### src/rtl/rtc_bus_seq_pkg.sv
// Shared types and constants for the RTC bus sequencer: state encoding,
// a_d phase encodings and the channel-to-RTC-register address map.
package rtc_bus_pkg;

  typedef enum logic [2:0] {
    ST_IDLE,
    ST_A_SETUP,
    ST_A_STRB,
    ST_A_HOLD,
    ST_D_SETUP,
    ST_D_STRB,
    ST_D_HOLD,
    ST_GAP
  } state_t;

  localparam logic AD_ADDR = 1'b0;
  localparam logic AD_DATA = 1'b1;

  // Selector channel order does not follow RTC register order.
  function automatic logic [7:0] chAddr(input logic [3:0] idx);
    case (idx)
      4'd0:    return 8'h21;
      4'd1:    return 8'h22;
      4'd2:    return 8'h23;
      4'd3:    return 8'h24;
      4'd4:    return 8'h25;
      4'd5:    return 8'h26;
      4'd6:    return 8'h27;
      4'd7:    return 8'h41;
      4'd8:    return 8'h42;
      4'd9:    return 8'h43;
      4'd10:   return 8'h00;
      4'd11:   return 8'h01;
      4'd12:   return 8'h02;
      default: return 8'h00;
    endcase
  endfunction

endpackage

### src/rtl/rtc_bus_seq_phase_timer.sv
// Phase down-counter shared by all bus phase states: load starts a phase,
// expire marks its last clock, first marks its first clock.
module rtc_phase_timer #(
  parameter int T_PH = 10
) (
  input  logic i_clk,
  input  logic i_reset,
  input  logic i_load,
  output logic o_expire,
  output logic o_first
);

  localparam int CW = (T_PH > 1) ? $clog2(T_PH) : 1;
  localparam logic [CW-1:0] LOAD_VAL = CW'(T_PH - 1);

  logic [CW-1:0] r_cnt;

  always_ff @(posedge i_clk) begin
    if (!i_reset)
      r_cnt <= '0;
    else if (i_load)
      r_cnt <= LOAD_VAL;
    else if (r_cnt != '0)
      r_cnt <= r_cnt - CW'(1);
  end

  assign o_expire = (r_cnt == '0);
  assign o_first  = (r_cnt == LOAD_VAL);

endmodule

### src/rtl/rtc_bus_seq.sv
// RTC multiplexed-bus sequencer: write bursts from the byte selector and single reads.
// Optional burst abort enabled by defining RTC_BURST_ABORT_EN.
module rtc_bus_seq #(
  parameter int N_CH = 13,
  parameter int T_PH = 10
) (
  input  logic       i_clk,
  input  logic       i_reset,
  input  logic       i_startWr,
  input  logic       i_startRd,
  input  logic [7:0] i_rdAddr,
  output logic [3:0] o_muxSel,
  output logic       o_muxEn,
  input  logic [7:0] i_muxData,
  output logic [7:0] o_adOut,
  output logic       o_adOe,
  input  logic [7:0] i_adIn,
  output logic       o_aD,
  output logic       o_csN,
  output logic       o_rdN,
  output logic       o_wrN,
  output logic [7:0] o_rdData,
  output logic       o_rdValid,
  output logic       o_busy,
  output logic       o_done
`ifdef RTC_BURST_ABORT_EN
  ,
  input  logic       i_abort,
  output logic       o_aborted
`endif
);

  import rtc_bus_pkg::*;

  state_t     r_state;
  state_t     w_stateNext;
  logic       r_isRead;
  logic       r_muxEn;
  logic [3:0] r_chIdx;
  logic [7:0] r_rdAddr;
  logic [7:0] r_data;
  logic [7:0] r_rdData;
  logic       w_expire;
  logic       w_first;
  logic       w_load;
  logic       w_end;
  logic       w_abortNow;
  logic       w_addrPh;
  logic       w_dataPh;

  rtc_phase_timer #(.T_PH(T_PH)) u_timer (
    .i_clk    (i_clk),
    .i_reset  (i_reset),
    .i_load   (w_load),
    .o_expire (w_expire),
    .o_first  (w_first)
  );

`ifdef RTC_BURST_ABORT_EN
  logic r_abortPend;

  // An abort lets the current bus cycle finish; the pending flag carries it to GAP.
  always_ff @(posedge i_clk) begin
    if (!i_reset)
      r_abortPend <= 1'b0;
    else if (r_state == ST_IDLE)
      r_abortPend <= 1'b0;
    else if (!r_isRead && i_abort)
      r_abortPend <= 1'b1;
  end

  assign w_abortNow = !r_isRead && (r_abortPend || i_abort);
  assign o_aborted  = (r_state == ST_GAP) && w_abortNow;
`else
  assign w_abortNow = 1'b0;
`endif

  assign w_end = r_isRead || (r_chIdx == 4'(N_CH - 1)) || w_abortNow;

  always_comb begin
    w_stateNext = r_state;
    case (r_state)
      ST_IDLE:    if (i_startWr || i_startRd) w_stateNext = ST_A_SETUP;
      ST_A_SETUP: if (w_expire) w_stateNext = ST_A_STRB;
      ST_A_STRB:  if (w_expire) w_stateNext = ST_A_HOLD;
      ST_A_HOLD:  if (w_expire) w_stateNext = ST_D_SETUP;
      ST_D_SETUP: if (w_expire) w_stateNext = ST_D_STRB;
      ST_D_STRB:  if (w_expire) w_stateNext = ST_D_HOLD;
      ST_D_HOLD:  if (w_expire) w_stateNext = ST_GAP;
      ST_GAP:     w_stateNext = w_end ? ST_IDLE : ST_A_SETUP;
      default:    w_stateNext = ST_IDLE;
    endcase
  end

  // Every state change restarts the phase timer.
  assign w_load = (w_stateNext != r_state);

  always_ff @(posedge i_clk) begin
    if (!i_reset) begin
      r_state  <= ST_IDLE;
      r_isRead <= 1'b0;
      r_muxEn  <= 1'b0;
      r_chIdx  <= 4'd0;
      r_rdAddr <= 8'h00;
      r_data   <= 8'h00;
      r_rdData <= 8'h00;
    end else begin
      r_state <= w_stateNext;
      case (r_state)
        ST_IDLE: begin
          if (i_startWr) begin
            r_isRead <= 1'b0;
            r_muxEn  <= 1'b1;
            r_chIdx  <= 4'd0;
          end else if (i_startRd) begin
            r_isRead <= 1'b1;
            r_rdAddr <= i_rdAddr;
          end
        end
        ST_A_HOLD: if (w_expire && !r_isRead) r_data <= i_muxData;
        ST_D_STRB: if (w_expire && r_isRead) r_rdData <= i_adIn;
        ST_GAP: begin
          if (w_end) begin
            r_muxEn <= 1'b0;
            r_chIdx <= 4'd0;
          end else begin
            r_chIdx <= r_chIdx + 4'd1;
          end
        end
        default: ;
      endcase
    end
  end

  assign w_addrPh = (r_state == ST_A_SETUP) || (r_state == ST_A_STRB) || (r_state == ST_A_HOLD);
  assign w_dataPh = (r_state == ST_D_SETUP) || (r_state == ST_D_STRB) || (r_state == ST_D_HOLD);

  always_comb begin
    o_csN   = 1'b1;
    o_wrN   = 1'b1;
    o_rdN   = 1'b1;
    o_aD    = AD_ADDR;
    o_adOe  = 1'b0;
    o_adOut = 8'h00;
    if (w_addrPh) begin
      o_csN   = 1'b0;
      o_adOe  = 1'b1;
      o_adOut = r_isRead ? r_rdAddr : chAddr(r_chIdx);
      o_wrN   = (r_state != ST_A_STRB);
    end else if (w_dataPh) begin
      o_csN   = 1'b0;
      o_aD    = AD_DATA;
      o_adOe  = !r_isRead;
      o_adOut = r_isRead ? 8'h00 : r_data;
      o_wrN   = r_isRead || (r_state != ST_D_STRB);
      o_rdN   = !r_isRead || (r_state != ST_D_STRB);
    end
  end

  assign o_muxSel  = r_chIdx;
  assign o_muxEn   = r_muxEn;
  assign o_rdData  = r_rdData;
  assign o_rdValid = r_isRead && (r_state == ST_D_HOLD) && w_first;
  assign o_busy    = (r_state != ST_IDLE);
  assign o_done    = (r_state == ST_GAP) && w_end;

endmodule

### config.mk
export PLATFORM = sky130hd
export DESIGN_NAME = rtc_bus_seq
export DESIGN_NICKNAME = d
export VERILOG_FILES = /design/src/rtl/rtc_bus_seq_pkg.sv /design/src/rtl/rtc_bus_seq_phase_timer.sv /design/src/rtl/rtc_bus_seq.sv
export SDC_FILE = /design/constraint.sdc
export NUM_CORES = 1
export LEC_CHECK = 0
export BUFFER_PORTS_ARGS = -buffer_cell sky130_fd_sc_hd__buf_2
export CORE_AREA = 5 5 88 90
export CTS_BUF_LIST = sky130_fd_sc_hd__clkbuf_8
export DETAILED_ROUTE_END_ITERATION = 8
export DIE_AREA = 0 0 93 95
export SYNTH_ARGS = -nofsm -noshare
export SYNTH_HDL_FRONTEND = slang
export SYNTH_SLANG_ARGS = --single-unit
### constraint.sdc
create_clock -name i_clk -period 3.5 [get_ports i_clk]
set_input_delay 0.35 -clock i_clk [delete_from_list [all_inputs] [get_ports i_clk]]
set_output_delay 0.35 -clock i_clk [all_outputs]
set_load 0.01 [all_outputs]
Word-level counts from Yosys, hierarchy flattened:

Memories as Yosys holds them, arrays and structs flattened. A register that Yosys moved wholly into a read port is not among the register bits.
Index checks and enable logic that the tools add are counted.

* $add $sub $neg: 2
* eq/ne operators: 14
* multiplexer cells: 35
* bitwise operators: 2
* reductions and logical operators: 28

Operators by type and width (number)
* two-way mux 8 bit: 4
* two-way mux 4 bit: 6
* one-hot mux 3 bit (8 select lines): 1
* two-way mux 3 bit: 7
* two-way mux 1 bit: 15
* equality test 3 bit, second input constant: 4
* equality test 4 bit, second input constant: 2
* logical OR 1 bit: 8
* one-hot mux 4 bit (2 select lines): 1
* AND reduction 2 bit: 4
* equality test 3 x 2 -> 1 bit, second input constant: 2
* AND reduction 3 bit: 2
* nonzero test 2 bit: 3
* logical AND 1 bit: 5
* adder 4 x 1 -> 4 bit, second input constant: 1
* zero test 4 bit: 1
* inequality test 2 bit, second input constant: 2
* nonzero test 4 bit: 1
* subtractor 4 x 1 -> 4 bit, second input constant: 1
* equality test 3 x 1 -> 1 bit, second input constant: 1
* zero test 3 bit: 1
* inequality test 3 x 2 -> 1 bit, second input constant: 1
* inequality test 3 bit: 1
* inequality test 3 bit, second input constant: 1
* other kinds (5): 6

* flip-flop bits (word level): 37
* memory bits (read-only): 80
* bits of input ports: 28
* output and inout bits: 29
* logic and storage cells: 91
* memories kept: 1

Memories
* (name not given): words 16, bits a word 5, rd ports 1, clocked after Yosys merged registers in 1, wr ports 0, line rtc_bus_seq_pkg.sv:21 `case (idx)`

Longest topological paths before layout:

* depth after elaboration: 6
* gate-level depth with buffers: 9
* depth with buffers taken out: 9

Hierarchy:

A second synthesis with hierarchy kept.

* cells, all modules: 242
* area total of the unflattened synthesis: 2137.0 um^2

Modules (own cells, without submodules)
* rtc_bus_seq: instances 1, cells an instance 219, area an instance 1911.8 um^2, seq. area each 760.7 um^2
* rtc_phase_timer: instances 1, cells an instance 23, area an instance 225.2 um^2, seq. area each 80.1 um^2

Worst setup path before layout:

OpenSTA, ideal clock, no wires.

* kind: reg-to-reg
* start point: register r_chIdx[0], in the netlist o_muxSel[0]
* end point: register (tool-made name)
* setup time: 76 ps
* data arrival time: 2255 ps
* data required time: 3424 ps
* path slack: 1169 ps
* stages on the path, launching flop included: 10
* path buffers: 0
* period minus slack after synthesis: 2331 ps
* cell sequence: dfxtp_1 > inv_1 > ha_1 > a31oi_1 > a32oi_1 > nor2b_1 > ha_1 > inv_1 > or3b_2 > a21boi_0

RTL lines
* start, declared: line rtc_bus_seq.sv:39 `logic [3:0] r_chIdx;`
* start signal, assigned: line rtc_bus_seq.sv:127 `r_chIdx <= r_chIdx + 4'd1;`

==> flow_summary_export.csv <==
group,metric,value,unit
timing,min_period,2656,ps
route,vias,1853,
yosys,synth-edff-count,0,
setup_path,start_kind,"flop",
timing,rsz0062_at_grt,"false",
finish,nets,329,
global_routing,grt_pass1_wl,8335,um
route,detail-route-antenna-nets,0,
setup_path,cp_slowest_cell,"a31oi_1",
setup_path,cp.depth,9,
setup_path,crit_path_cell_trace,"inv_1 > ha_1 > a31oi_1 > a32oi_1 > nor2b_1 > ha_1 > inv_1 > or3b_2 > a21boi_0",
timing,drv_slew,0,
setup_path,crit_arrival,2880,ps
timing,fmax,376.6,MHz
yosys,synth_seq_area_share,38.53,%
power_and_ir_drop,peakVddDrop,0.1516,mV
setup_path,cp_top_family,"compound AO/OA/AOI/OAI gates",
timing,tns,0,ps
floorplanning,rows,31,
yosys,synth-seq-cells,42,
yosys,yosys-top-cells-count,"42 x dfxtp_1, 29 x nor2b_1, 28 x mux2i_1, 22 x nand2_1",
yosys,syn_inst,241,
clock_tree,cts-root-buf,"clkbuf_8",
power_and_ir_drop,leakage,1.014,nW
clock_tree,insertion_delay,290,ps
setup_path,critPathMaxFanout,8,
job,max_cap_violations,0,
route,totalWireLength,5275,um
timing,fin_skew,4.615,ps
setup_path,path_class,"flop to flop",
placement,io_buffers,56,
global_routing,grt_antenna_before_repair,0,
finish,diodes,0,
timing,maxSlewHeadroom,42.81,%
floorplanning,coreArea,6982,um2
setup_path,end_kind,"flop",
floorplanning,start_util,31.25,%
timing,setup_viol,0,
timing,fin_ws,844.4,ps
yosys,syn_avg_cell_area,9.054,um2
floorplanning,pin_count,57,
route,first_pass_iters,4,
setup_path,r2r-start,"o_muxSel[0]",
route,via_per_inst,4.928,
yosys,synth-main-ff-cell,"dfxtp_1",
clock_tree,clockBufferDepth,2,
route,detail_route.wl_per_cell,14.03,um
yosys,syn_area,2182,um2
outcome,outcome,"finished, final reports clean",
min_path,hp-class,"primary input to flop",
finish,layout-drive-gt1-share,24.49,%
global_routing,grt_usage,11.92,%
power_and_ir_drop,p_per_area,584.1,nW/um2
setup_path,cp-startpoint,"o_muxSel[0]",
setup_path,r2r_setup_slack,840,ps
yosys,syn-num-nets,277,
yosys,yosysUniqueCellTypes,49,
clock_tree,cts_buffers,5,
finish,fillers,733,
route,route.detailed.drc,0,
setup_path,crit_buf_inv,2,
floorplanning,die_w,93,um
timing,period_share,75.87,%
timing,max_slew.worst_pin.slew,854.7,ps
placement,gp_congestion,0.7645,
yosys,yosys_warnings,0,
yosys,synth_top_area_share,38.53,%
finish,register_area,840.8,um2
clock_tree,cts_tree,"done",
yosys,yosys.area.top_type,"dfxtp_1",
placement,dp_hpwl,3759,um
timing,hold_violations,0,
clock_tree,post_cts_buffers,0,
finish,multi_input_area,1242,um2
yosys,synthTopCellsByArea,"dfxtp_1 39%, mux2i_1 13%, nor2b_1 8.3%",
yosys,synth.most_common_cell,"dfxtp_1",
setup_path,critPathRequiredTime,3720,ps
global_routing,grt_pass1_vias,1716,
finish,syn_to_final_growth,19.38,%
global_routing,grt-ovfl-total,0,
clock_tree,cts_num_sinks,42,
setup_path,rr_worst_depth,9,
placement,pre_cts_ws,889.7,ps
setup_path,cp_slowest_stage_delay,540,ps
floorplanning,fp.dieH,95,um
clock_tree,clkTransAtPathRegs,80,ps
route,drt_iter0_markers,97,
floorplanning,dieArea,8835,um2
yosys,async_flop_share,0,%
clock_tree,htree_levels,2,
clock_tree,hold_buffers,0,
clock_tree,cts_resized,0,
global_routing,grt_max_degree,36,
power_and_ir_drop,finalPower,1.522,mW
==> worst min-delay path by stage <==
stage / to / slack (ps) / startpoint / depth (start not counted)
finish: r_data[3] / 310 / i_muxData[3] / 3
floorplan: u_timer.r_cnt[1] / 480 / u_timer.r_cnt[1] / 2
global route: r_rdAddr[5] / 310 / i_rdAddr[5] / 3
detailed placement: o_muxEn / 490 / o_muxEn / 2
global placement: o_muxEn / 490 / o_muxEn / 2
CTS: o_rdData[6] / 300 / i_adIn[6] / 3
==> power by group <==
group          internal [mW]  total [mW]  switching (mW)
logic                  0.244       0.610           0.366
clock network          0.138       0.310           0.172
registers              0.531       0.602          0.0712
total                  0.913        1.52           0.609
==> through the flow <==
| step | hold slack, ps | util (%) | area, um2 | instances |
|---|---|---|---|---|
| 2_1_floorplan | 478.7 | - | 2182 | 241 |
| 3_3_place_gp | 486.9 | 36.08 | 2519 | 368 |
| 3_5_place_dp | 490.8 | 36.08 | 2519 | 368 |
| 4_1_cts | 298.0 | 37.31 | 2605 | 376 |
| 5_1_grt | 310.2 | 37.31 | 2605 | 376 |
| 6_report | 310.3 | 37.31 | 2605 | 376 |
==> layer usage <==
layer | vias up | global-route usage, % | share of wire, % | routed length [um]
met1 | 858 | 15.34 | 48 | 2510
met5 | - | 0 | 0 | 0
met3 | 5 | 3.108 | 4.6 | 241
li1 | 951 | - | - | -
met2 | 39 | 19.20 | 46 | 2443
met4 | 0 | 4.396 | 1.5 | 79
==> cells in the final DEF, fill, tap and decap left out, types with 2 or more instances in the layout <==
cell type / Yosys / layout
a21boi_0: 4 / 4
and3_1: 2 / 2
mux2i_1: 28 / 28
nor2_2: 2 / 2
o22ai_1: 4 / 4
a21oi_1: 13 / 13
a221oi_1: 5 / 5
nand2b_1: 2 / 2
a32o_1: 3 / 3
nor3b_1: 3 / 3
buf_2: 2 / 56
a31oi_1: 2 / 2
nor3_1: 2 / 2
inv_1: 9 / 10
ha_1: 8 / 8
dfxtp_1: 42 / 42
clkbuf_8: 0 / 5
nor2b_1: 29 / 29
nand3_1: 6 / 6
nor2_1: 13 / 13
buf_4: 0 / 2
nand2_1: 22 / 22
o21ai_0: 5 / 5
==> worst reg2reg max path, cell delays in order, from the launching register on <==
cell and delay [ps]:
dfxtp_1 420, inv_1 100, ha_1 210, a31oi_1 540
a32oi_1 230, nor2b_1 250, ha_1 180, inv_1 40
or3b_2 450, a21boi_0 160
==> layout make-up <==
type,count,share of cell area (%)
repair buffers,58,11.34
flip-flops and latches,42,32.28
inverters,10,1.441
well taps,82,3.939
clock buffers,5,2.642
multi-input cells,176,47.69
clock inverters,3,0.6724
==> cells by family after synthesis <==
group	after synthesis	share of synthesized area [%]
buffers and inverters	23	4.530
adders and majority gates	8	4.587
muxes	29	13.36
AOI/OAI and AO/OA	45	14.51
xor gates and xnor gates	2	0.8029
DFF	42	38.53
and+or+nand+nor	92	23.68
Note: power is estimated with default switching activity, not from simulation.
